[config.mk]
export PLATFORM = sky130hd
export DESIGN_NAME = lsreg_shift_ctrl
export DESIGN_NICKNAME = d
export VERILOG_FILES = /design/src/rtl/lsreg_shift_ctrl.sv
export SDC_FILE = /design/constraint.sdc
export NUM_CORES = 1
export LEC_CHECK = 0
export BUFFER_PORTS_ARGS = -buffer_cell sky130_fd_sc_hd__buf_2
export CORE_UTILIZATION = 32
export DETAILED_ROUTE_END_ITERATION = 8
export SLEW_MARGIN = 20
export SYNTH_ARGS = -nofsm -noshare
export SYNTH_HDL_FRONTEND = slang
export SYNTH_SLANG_ARGS = --single-unit
[constraint.sdc]
create_clock -name clk -period 1.5 [get_ports clk]
set_input_delay 0.15 -clock clk [delete_from_list [all_inputs] [get_ports clk]]
set_output_delay 0.15 -clock clk [all_outputs]
set_load 0.01 [all_outputs]
[src/rtl/lsreg_shift_ctrl.sv]
// lsreg_shift_ctrl: takes a word over valid/ready, shifts it MSB-first into a left shift
// register, then captures the register's parallel output. Optional parity bit: LSREG_CTRL_PARITY_EN.
module lsreg_shift_ctrl #(
    parameter int WIDTH = 4,
    parameter int GAP   = 1
) (
    input  logic             clk,
    input  logic             rset,
    input  logic             in_valid,
    input  logic [WIDTH-1:0] in_data,
    output logic             in_ready,
    output logic             sr_x,
    output logic             sr_shift,
    output logic             sr_clr,
    input  logic [WIDTH-1:0] sr_out,
    output logic             busy,
    output logic             done,
`ifdef LSREG_CTRL_PARITY_EN
    output logic             parity_bit,
`endif
    output logic [WIDTH-1:0] result
);

`ifdef LSREG_CTRL_PARITY_EN
    localparam int NBITS = WIDTH + 1;
`else
    localparam int NBITS = WIDTH;
`endif
    localparam int            CW       = $clog2(NBITS + 1);
    localparam logic [CW-1:0] LAST_BIT = CW'(NBITS - 1);
    localparam logic [CW-1:0] CNT_ONE  = CW'(1);
    localparam logic [2:0]    LAST_GAP = 3'(GAP - 1);

    typedef enum logic [2:0] {
        S_IDLE    = 3'd0,
        S_CLEAR   = 3'd1,
        S_SHIFT   = 3'd2,
        S_CAPTURE = 3'd3,
        S_GAP     = 3'd4
    } state_t;

    state_t           r_state;
    state_t           w_next;
    logic [CW-1:0]    r_cnt;
    logic [CW-1:0]    w_cnt_next;
    logic [2:0]       r_gcnt;
    logic [2:0]       w_gcnt_next;
    logic             w_accept;
    logic [WIDTH-1:0] r_hold;
    logic             r_in_ready;
    logic             r_sr_x;
    logic             r_sr_shift;
    logic             r_sr_clr;
    logic             r_busy;
    logic             r_done;
    logic [WIDTH-1:0] r_result;

    function automatic logic even_parity(input logic [WIDTH-1:0] w);
        return ^w;
    endfunction

    // Bit idx of the outgoing frame: data MSB first, then (optionally) the parity bit.
    function automatic logic frame_bit(input logic [WIDTH-1:0] w, input logic [CW-1:0] idx);
        logic [WIDTH-1:0] t;
        logic             b;
        t = w << idx;
        if (idx < CW'(WIDTH)) begin
            b = t[WIDTH-1];
        end else begin
            b = even_parity(w);
        end
        return b;
    endfunction

    // Next-state and counter update logic.
    always_comb begin
        w_next      = r_state;
        w_cnt_next  = r_cnt;
        w_gcnt_next = r_gcnt;
        w_accept    = 1'b0;
        case (r_state)
            S_IDLE: begin
                if (in_valid && r_in_ready) begin
                    w_accept = 1'b1;
                    w_next   = S_CLEAR;
                end else begin
                    w_next   = S_IDLE;
                end
            end
            S_CLEAR: begin
                w_next     = S_SHIFT;
                w_cnt_next = {CW{1'b0}};
            end
            S_SHIFT: begin
                if (r_cnt == LAST_BIT) begin
                    w_next = S_CAPTURE;
                end else begin
                    w_cnt_next = r_cnt + CNT_ONE;
                end
            end
            S_CAPTURE: begin
                w_gcnt_next = 3'd0;
                if (GAP > 0) begin
                    w_next = S_GAP;
                end else begin
                    w_next = S_IDLE;
                end
            end
            S_GAP: begin
                if (r_gcnt == LAST_GAP) begin
                    w_next = S_IDLE;
                end else begin
                    w_gcnt_next = r_gcnt + 3'd1;
                end
            end
            default: begin
                w_next = S_IDLE;
            end
        endcase
    end

    // State, counters and holding register.
    always_ff @(posedge clk or negedge rset) begin
        if (!rset) begin
            r_state <= S_IDLE;
            r_cnt   <= {CW{1'b0}};
            r_gcnt  <= 3'd0;
            r_hold  <= {WIDTH{1'b0}};
        end else begin
            r_state <= w_next;
            r_cnt   <= w_cnt_next;
            r_gcnt  <= w_gcnt_next;
            if (w_accept) begin
                r_hold <= in_data;
            end
        end
    end

    // Outputs are registered from the upcoming state so they line up with it cycle for cycle.
    always_ff @(posedge clk or negedge rset) begin
        if (!rset) begin
            r_in_ready <= 1'b0;
            r_sr_x     <= 1'b0;
            r_sr_shift <= 1'b0;
            r_sr_clr   <= 1'b0;
            r_busy     <= 1'b0;
            r_done     <= 1'b0;
            r_result   <= {WIDTH{1'b0}};
        end else begin
            r_in_ready <= (w_next == S_IDLE);
            r_sr_clr   <= (w_next == S_CLEAR);
            r_sr_shift <= (w_next == S_SHIFT);
            r_sr_x     <= (w_next == S_SHIFT) ? frame_bit(r_hold, w_cnt_next) : 1'b0;
            r_busy     <= (w_next != S_IDLE);
            r_done     <= (w_next == S_CAPTURE);
            if (r_state == S_CAPTURE) begin
                r_result <= sr_out;
            end
        end
    end

`ifdef LSREG_CTRL_PARITY_EN
    logic r_parity;

    // Parity bit presented alongside done.
    always_ff @(posedge clk or negedge rset) begin
        if (!rset) begin
            r_parity <= 1'b0;
        end else if (w_next == S_CAPTURE) begin
            r_parity <= even_parity(r_hold);
        end
    end

    assign parity_bit = r_parity;
`endif

    assign in_ready = r_in_ready;
    assign sr_x     = r_sr_x;
    assign sr_shift = r_sr_shift;
    assign sr_clr   = r_sr_clr;
    assign busy     = r_busy;
    assign done     = r_done;
    assign result   = r_result;

endmodule
# After elaboration in Yosys (flattened, before gate mapping)
# Index checks and enable logic that the tools add are counted.
[word_totals]
regBits = 23
inputBits = 11
output_inout_bits = 10
word_cells = 44
[op_classes]
addsub = 2
n_lt_le_gt_ge = 1
n_eq_ne = 9
shifts = 1
mux = 12
reduce_logical = 8
[ops]
columns = ["op", "count"]
rows = [
  ["$eq 3x2->1 const B", 5],
  ["$pmux 3 s5", 1],
  ["$mux 3", 4],
  ["$pmux 3 s2", 2],
  ["$logic_not 3->1", 3],
  ["$add 3x1->3 const B", 2],
  ["$eq 3x1->1 const B", 2],
  ["$mux 1", 5],
  ["$reduce_xor 4->1", 1],
  ["$shl 4x3->4", 1],
  ["$eq 3x3->1 const B", 1],
  ["$lt 3x3->1 const B", 1],
  ["$reduce_bool 3->1", 1],
  ["$ne 2x2->1 const B", 1],
  ["$reduce_and 2->1", 1],
  ["$reduce_bool 2->1", 1],
  ["$logic_and 1x1->1", 1],
]

# Logic depth before layout (Yosys ltp)
# Gate-level depths: netlist of the first run.
[logic_depth]
depth_word = 6
mapped_depth = 7

# Worst setup path before layout of the first run
# Ideal clock, no wire load.
[synth_timing]
path_type = "reg2reg"
startpoint = "register r_cnt[0]"
endpoint = "register r_sr_x, in the netlist sr_x"
setup_ns = 0.130
arrival_time_ns = 1.482
setup_slack_ns = -0.112
path_stages_with_launch = 7
period_less_slack_ns = 1.612
cell_sequence = "dfrtp_1 -> ha_1 -> nor2b_1 -> o221a_4 -> o31a_1 -> o211ai_1 -> nand3_1"
[synth_via]
elab_chain_len = 6
word_cells_on_any_way = 11
classes_between = "add/sub (1); order compare (1); eq/ne (2); shift (1); mux (6)"
[synth_rtl]
columns = ["element", "line", "source"]
rows = [
  ["from (decl)", "44", "logic [CW-1:0] r_cnt;"],
  ["from (signal assigned)", "126", "r_cnt <= {CW{1'b0}};"],
  ["from (signal assigned)", "131", "r_cnt <= w_cnt_next;"],
  ["$add 3x1->3 / $eq 3x2->1 (equally long branches)", "98, 95", ""],
  ["$mux 3", "95", "if (r_cnt == LAST_BIT) begin"],
  ["$pmux 3 s2", "81", "case (r_state)"],
  ["$lt 3x3->1 / $shl 4x3->4 (equally long branches)", "67, 66", ""],
  ["$mux 1", "67", "if (idx < CW'(WIDTH)) begin"],
  ["$mux 1 (*)", "153", "r_sr_x <= (w_next == S_SHIFT) ? frame_bit(r_hold, w_cnt_next) : 1'b0;"],
  ["to (signal assigned)", "153", ""],
  ["to (decl)", "51", "logic r_sr_x;"],
]
# Mark *: on every way between the ends. The rest lies on a longest branch, timed or not.
# A chain may end at the register's enable or synchronous reset.

# Final worst setup path of the first run
[layout_timing]
startpoint = "register r_cnt[1]"
endpoint = "register r_sr_x, in the netlist sr_x"
# The elaborated chain is that of the path after synthesis.

==> results of run 1 <==
## cells by family after synthesis
logic type               count (synthesis)  share of synthesized area (%)
AO/OA/AOI/OAI                           16                          11.31
multiplexers                             8                          8.062
flip-flops                              23                          51.51
AND/OR/NAND/NOR                         34                          19.15
buffers and inverters                    9                          4.256
XOR/XNOR                                 3                          2.352
adder cells (fa/ha/maj)                  3                          3.360
## through the flow
step           setup TNS (ns)  instance area [µm²]  worst slack (ns)  util (%)
2_1_floorplan        -0.02551                 1127          -0.02551         -
3_3_place_gp         -0.08656                 1376          -0.02454     41.24
5_1_grt               -0.2494                 1495           -0.1721     44.81
6_report             -0.09791                 1495          -0.09791     44.81
3_5_place_dp          -0.3085                 1376           -0.1323     41.24
4_1_cts               -0.2300                 1440          -0.09239     43.16
## worst max path at each step
stage,end,depth (start not counted),slack [ns],start
final,sr_x,6,-0.1,r_cnt[1]
after global routing,sr_x,6,-0.17,r_cnt[1]
after CTS,sr_x,6,-0.09,r_cnt[0]
after detailed placement,sr_x,6,-0.13,r_cnt[1]
after global placement,sr_x,6,-0.02,r_cnt[1]
after floorplan,sr_x,6,-0.03,r_cnt[0]
## registers in the layout (all words and copies together), names as in the netlist
name,count
in_ready,1
sr_shift,1
sr_clr,1
sr_x,1
r_cnt,3
r_state,3
r_hold,4
r_gcnt,3
busy,1
result,4
done,1
## worst register-to-register path, stage by stage, from the launching register on
cell,delay [ns]
dfrtp_1,0.44
ha_4,0.19
nor2b_4,0.13
o221a_4,0.23
o31a_1,0.25
o211ai_1,0.16
nand3_1,0.09
## routing by layer
layer	vias to the layer above	track usage, %	routed length, µm	share of wire [%]
met4	0	7.792	47	2.1
met3	6	2.521	79	3.5
met1	414	18.45	1090	49
met5	-	0	0	0
li1	428	-	-	-
met2	22	21.74	1020	46
## where the power goes
part | switching [mW] | internal, mW
sequential | 0.175 | 0.857
clock | 0.198 | 0.0998
combinational | 0.673 | 0.814
total | 1.05 | 1.77
## layout by cell type, fill, tap and decap left out, types with 2 or more instances in the layout
cell      instances
nor4b_1           2
nand2_1           4
clkbuf_4          3
nor2b_1           2
buf_2            20
mux2_2            2
nand3_1           2
o21ai_2           2
buf_4            19
ha_1              2
nand4_1           2
nand2b_4          2
nor3_1            2
a21oi_1           3
nor2_1            2
mux2_1            6
or3_1             2
inv_1             4
o211ai_1          3
xnor2_1           2
o31a_1            3
dfrtp_1          22
## repair_timing
action                     in CTS  in global routing
hold endpoints to repair       23                  0
buffers inserted                1                  2
pin swaps                       3                  3
resized for setup               5                 11
hold buffers                    1                  0
setup endpoints to repair       8                 15
## area by class of cell
class / instances / area, µm² / area share [%]
Clock buffer: 3 / 22.52 / 1.506
Clock inverter: 1 / 5.005 / 0.3347
Inverter: 5 / 18.77 / 1.255
Multi-Input combinational cell: 64 / 561.8 / 37.57
Sequential cell: 23 / 576.8 / 38.58
Tap cell: 46 / 57.56 / 3.849
Timing Repair Buffer: 40 / 252.7 / 16.90
==> summary.md, run 1 <==
| Metric | Value |
|---|---|
| Residual DRC | `0` |
| Required time worst endpoint | `1.71 ns` |
| Sequential area share after synthesis | `51.51%` |
| Synth Cell Area | `1117 µm²` |
| Dominant cell type by area after synthesis | `dfrtp_1` |
| Fill cells | `320` |
| Slew margin rel. | `64.81%` |
| CP Buf/Inv Count | `0` |
| Finished Layout Cells | `182` |
| Detailed Route WL | `2.238 mm` |
| Max clock buf depth | `2` |
| Crit path max-delay family | `compound AO/OA/AOI/OAI gates` |
| Die Ht | `61.09 µm` |
| CTS tree | `done` |
| Top cells by count, synth | `23 x dfrtp_1, 6 x mux2_1, 5 x inv_1` |
| Clk root buf | `clkbuf_4` |
| Dpl cells | `174` |
| Hold path start | `sr_out[0]` |
| Min cycle time layout | `1.598 ns` |
| Status | `complete, but fails checks` |
| IO Port Bufs | `20` |
| Power per cell area | `1884 nW/µm²` |
| Failing checks | `negative setup slack` |
| CP Max Fanout | `5` |
| Antenna cell count | `0` |
| Synth area leaders | `dfrtp_1 52%, mux2_1 6.0%, ha_1 3.4%` |
| Overall Power | `2.817 mW` |
| RSZ-0062 raised after global routing | `true` |
| Post-DP HPWL | `1.646 mm` |
| Vias in the first global route | `843` |
| Area of the die | `3732 µm²` |
| Largest net degree at the start of global routing | `24` |
| Synthesized instance count | `96` |
| DR pass1 iterations | `3` |
| Fmax | `0.6258 GHz` |
| First-pass GRT wire length | `3.760 mm` |
| Starting Density | `33.48%` |
| Antenna violations before repair | `0` |
| Number of synthesized register bits | `23` |
| GR Util All Layers | `14.00%` |
| Worst hold path type | `primary input to flop` |
| Hold EP | `result[0]` |
| Area delta synth->final | `33.82%` |
| Final ANT Viol Nets | `0` |
| Most common flop cell mapped by yosys | `dfrtp_1` |
| Share of layout cells above drive strength 1 | `47.06%` |
| Vias | `870` |
| Startpoint Class | `flop` |
| H-tree Lvls | `1` |
| Fraction of registers with async set/reset | `100.0%` |
| Row count | `21` |
| Post-synth EDFFs | `0` |
| CORE AREA | `3337 µm²` |
| Final Hold Viols | `0` |
| Avg Cell Area, Syn | `11.64 µm²` |
| DR iter-0 viols | `15` |
| GRT overflow | `0` |
| WHS | `0.03391 ns` |
| CTS clk-pin slew, worst paths | `0.14 ns` |
| Setup WS post-layout | `-0.09791 ns` |
| Critical Path Slowest Stage Cell | `dfrtp_1` |
| Synth cell types | `36` |
| Average wire per standard cell | `12.30 µm` |
| Post-synth top area share | `51.51%` |
| Fin nets | `151` |
| Post-synth net total | `110` |
| Pleak | `0.7032 nW` |
| R2r setup slk | `-0.1 ns` |
| Max-Cap Viols | `0` |
| Worst stage delay on the critical path | `0.44 ns` |
| Final number of setup-violating endpoints | `1` |
| Worst EP arrival | `1.81 ns` |
| Gpl congestion | `0.8190` |
| Top Ports | `21` |
| Fin. max-slew vios | `0` |
| Critical Path Sink Type | `flop` |
| Cell count of the worst hold path | `2` |
| Via/cell ratio | `4.780` |
| Crit-path cells | `ha_4, nor2b_4, o221a_4, o31a_1, o211ai_1, nand3_1` |
| Sink Count | `23` |
| Kind of critical path | `flop to flop` |
| Worst R2R End | `sr_x` |
| Worst Skew | `0.006149 ns` |
| TritonCTS Buffers | `3` |
| Tcrit/Tclk final | `106.5%` |
| Yosys warning count | `0` |
| DIE WIDTH | `61.09 µm` |
| Worst IR Drop VDD | `0.0007776 V` |
| Worst Tran Pin Value | `0.5279 ns` |
| R2R depth | `6` |
| Clk_lat worst skew | `0.32 ns` |
| Reg-to-Reg Start | `r_cnt[1]` |
| Top-count cell post-synth | `dfrtp_1` |
(Power assumes the default switching activity.)
==> inputs of run 2 (changes only) <==
--- a/config.mk
+++ b/config.mk
@@ -9,5 +9,5 @@
 export CORE_UTILIZATION = 32
 export DETAILED_ROUTE_END_ITERATION = 8
-export SLEW_MARGIN = 20
+export SLEW_MARGIN = 10
 export SYNTH_ARGS = -nofsm -noshare
 export SYNTH_HDL_FRONTEND = slang
==> constraint.sdc (replaced) <==
create_clock -name clk -period 1.5 [get_ports clk]
set_input_delay 0.45 -clock clk [delete_from_list [all_inputs] [get_ports clk]]
set_output_delay 0.45 -clock clk [all_outputs]
set_load 0.01 [all_outputs]
==> run 2 against run 1 <==
  * The run still ends with negative setup slack left
  * Hold slack improved by 0.052 ns
  * Combinational power about the same
  * Register-to-register slack barely moved
==> summary.md, run 2 (same netlist as run 1, synthesis figures left out) <==
| Metric | Value |
|---|---|
| Status | `complete, but fails checks` |
| Failing checks | `negative setup slack` |
| Final core utilization | `44.51%` |
| Sink Count | `23` |
| Critical Path Sink Type | `flop` |
| First-pass GRT wire length | `3.760 mm` |
| Row count | `21` |
| Worst Tran Pin Value | `0.5257 ns` |
| Tcrit/Tclk final | `106.5%` |
| Vias in the first global route | `843` |
| Antenna violations before repair | `0` |
| CTS tree | `done` |
| Detailed Route WL | `2.230 mm` |
| Fin nets | `150` |
| Crit path to | `sr_x` |
| Fin. max-slew vios | `0` |
| Share of layout cells above drive strength 1 | `47.41%` |
| Min cycle time layout | `1.598 ns` |
| Worst Skew | `0.006149 ns` |
| Reg-to-Reg Start | `r_cnt[1]` |
| Worst Setup SP | `r_cnt[1]` |
| Pleak | `0.6991 nW` |
| H-tree Lvls | `1` |
| Kind of critical path | `flop to flop` |
| Max clock buf depth | `2` |
| IO Port Bufs | `20` |
| DR iter-0 viols | `15` |
| Worst IR Drop VDD | `0.0007776 V` |
| Gpl congestion | `0.8190` |
| GR Util All Layers | `14.00%` |
| Slew margin rel. | `64.96%` |
| CORE AREA | `3337 µm²` |
| Worst EP arrival | `1.81 ns` |
| Die Ht | `61.09 µm` |
| Max-Cap Viols | `0` |
| CP Max Fanout | `5` |
| Worst hold path type | `primary input to async pin` |
| DIE WIDTH | `61.09 µm` |
| CTS clk-pin slew, worst paths | `0.14 ns` |
| Worst R2R End | `sr_x` |
| # hold bufs at CTS | `0` |
| Power per cell area | `1895 nW/µm²` |
| Required time worst endpoint | `1.71 ns` |
| TritonCTS Buffers | `3` |
| Area of the die | `3732 µm²` |
| Via/cell ratio | `4.796` |
| GRT overflow | `0` |
| Commonest non-fill, non-tap cell in the layout | `dfrtp_1` |
| Startpoint Class | `flop` |
| Top Ports | `21` |
| Antenna cell count | `0` |
| Setup WS post-layout | `-0.09791 ns` |
| R2R depth | `6` |
| Clk_lat worst skew | `0.32 ns` |
| RSZ-0062 raised after global routing | `true` |
| DR pass1 iterations | `3` |
| Final Hold Viols | `0` |
| Most frequent cells in the layout | `22 x dfrtp_1, 20 x buf_2, 19 x buf_4` |
| Final ANT Viol Nets | `0` |
| Residual DRC | `0` |
| Vias | `868` |
| Largest net degree at the start of global routing | `24` |
| Clk root buf | `clkbuf_4` |
| Average wire per standard cell | `12.32 µm` |
| Overall Power | `2.815 mW` |
| R2r setup slk | `-0.1 ns` |
| Area delta synth->final | `32.92%` |
| Final number of setup-violating endpoints | `1` |
| Post-DP HPWL | `1.646 mm` |
| Starting Density | `33.48%` |
| Fmax | `0.6258 GHz` |
run 2: changes by cell type in the layout (fill, tap and decap cells not counted):
| cell | delta |
|---|---|
| dlygate4sd3_1 | -1 |
run 2: power by group:
| group | total (mW) | switching, mW | internal (mW) |
|---|---|---|---|
| Clock | 0.298 | 0.198 | 0.0998 |
| Combinational | 1.48 | 0.673 | 0.812 |
| Sequential | 1.03 | 0.175 | 0.857 |
run 2: final cells by class:
type / count / area [µm²]
Fill cell: 321 / 1852
Sequential cell: 23 / 576.8
Multi-Input combinational cell: 64 / 561.8
Timing Repair Buffer: 39 / 242.7
Tap cell: 46 / 57.56
Clock buffer: 3 / 22.52
Inverter: 5 / 18.77
Clock inverter: 1 / 5.005
run 2: critical path, stage by stage (launching register included):
cell and delay [ns]:
dfrtp_1 0.44, ha_4 0.19, nor2b_4 0.13, o221a_4 0.23, o31a_1 0.25, o211ai_1 0.16
nand3_1 0.09
run 2: routing by layer:
layer  global-route usage [%]  vias up  wire length, µm
met1                    18.45      414             1086
met2                    21.74       22             1018
met5                        0        -                0
met3                    2.521        6               78
li1                         -      426                -
met4                    7.792        0               47
run 2: stage by stage:
stage | setup slack (ns) | std cells | hold WS [ns] | instance area [µm²] | TNS [ns]
2_1_floorplan | -0.02551 | 96 | 0.1544 | 1127 | -0.02551
3_3_place_gp | -0.02454 | 174 | 0.4517 | 1376 | -0.08656
3_5_place_dp | -0.1323 | 174 | 0.4629 | 1376 | -0.3085
4_1_cts | -0.09239 | 179 | 0.09575 | 1430 | -0.2300
5_1_grt | -0.1721 | 181 | 0.1251 | 1485 | -0.2494
6_report | -0.09791 | 181 | 0.08610 | 1485 | -0.09791
run 2: how the worst min path moves through the flow:
stage           endpoint  from  cells after the start  slack (ns)
4_1_cts        result[3]  rset                      1         0.1
5_1_grt        r_gcnt[0]  rset                      1        0.13
3_5_place_dp    sr_shift  rset                      1        0.46
6_report       r_gcnt[2]  rset                      1        0.09
3_3_place_gp    sr_shift  rset                      1        0.45
2_1_floorplan       busy  rset                      0        0.15
run 2: what timing repair did:
item / 4_1_cts / 5_1_grt
buffers inserted: 1 / 2
gates resized for setup: 5 / 11
setup endpoints to repair: 8 / 15
endpoints found under the hold margin: 0 / 0
pin swaps: 3 / 3
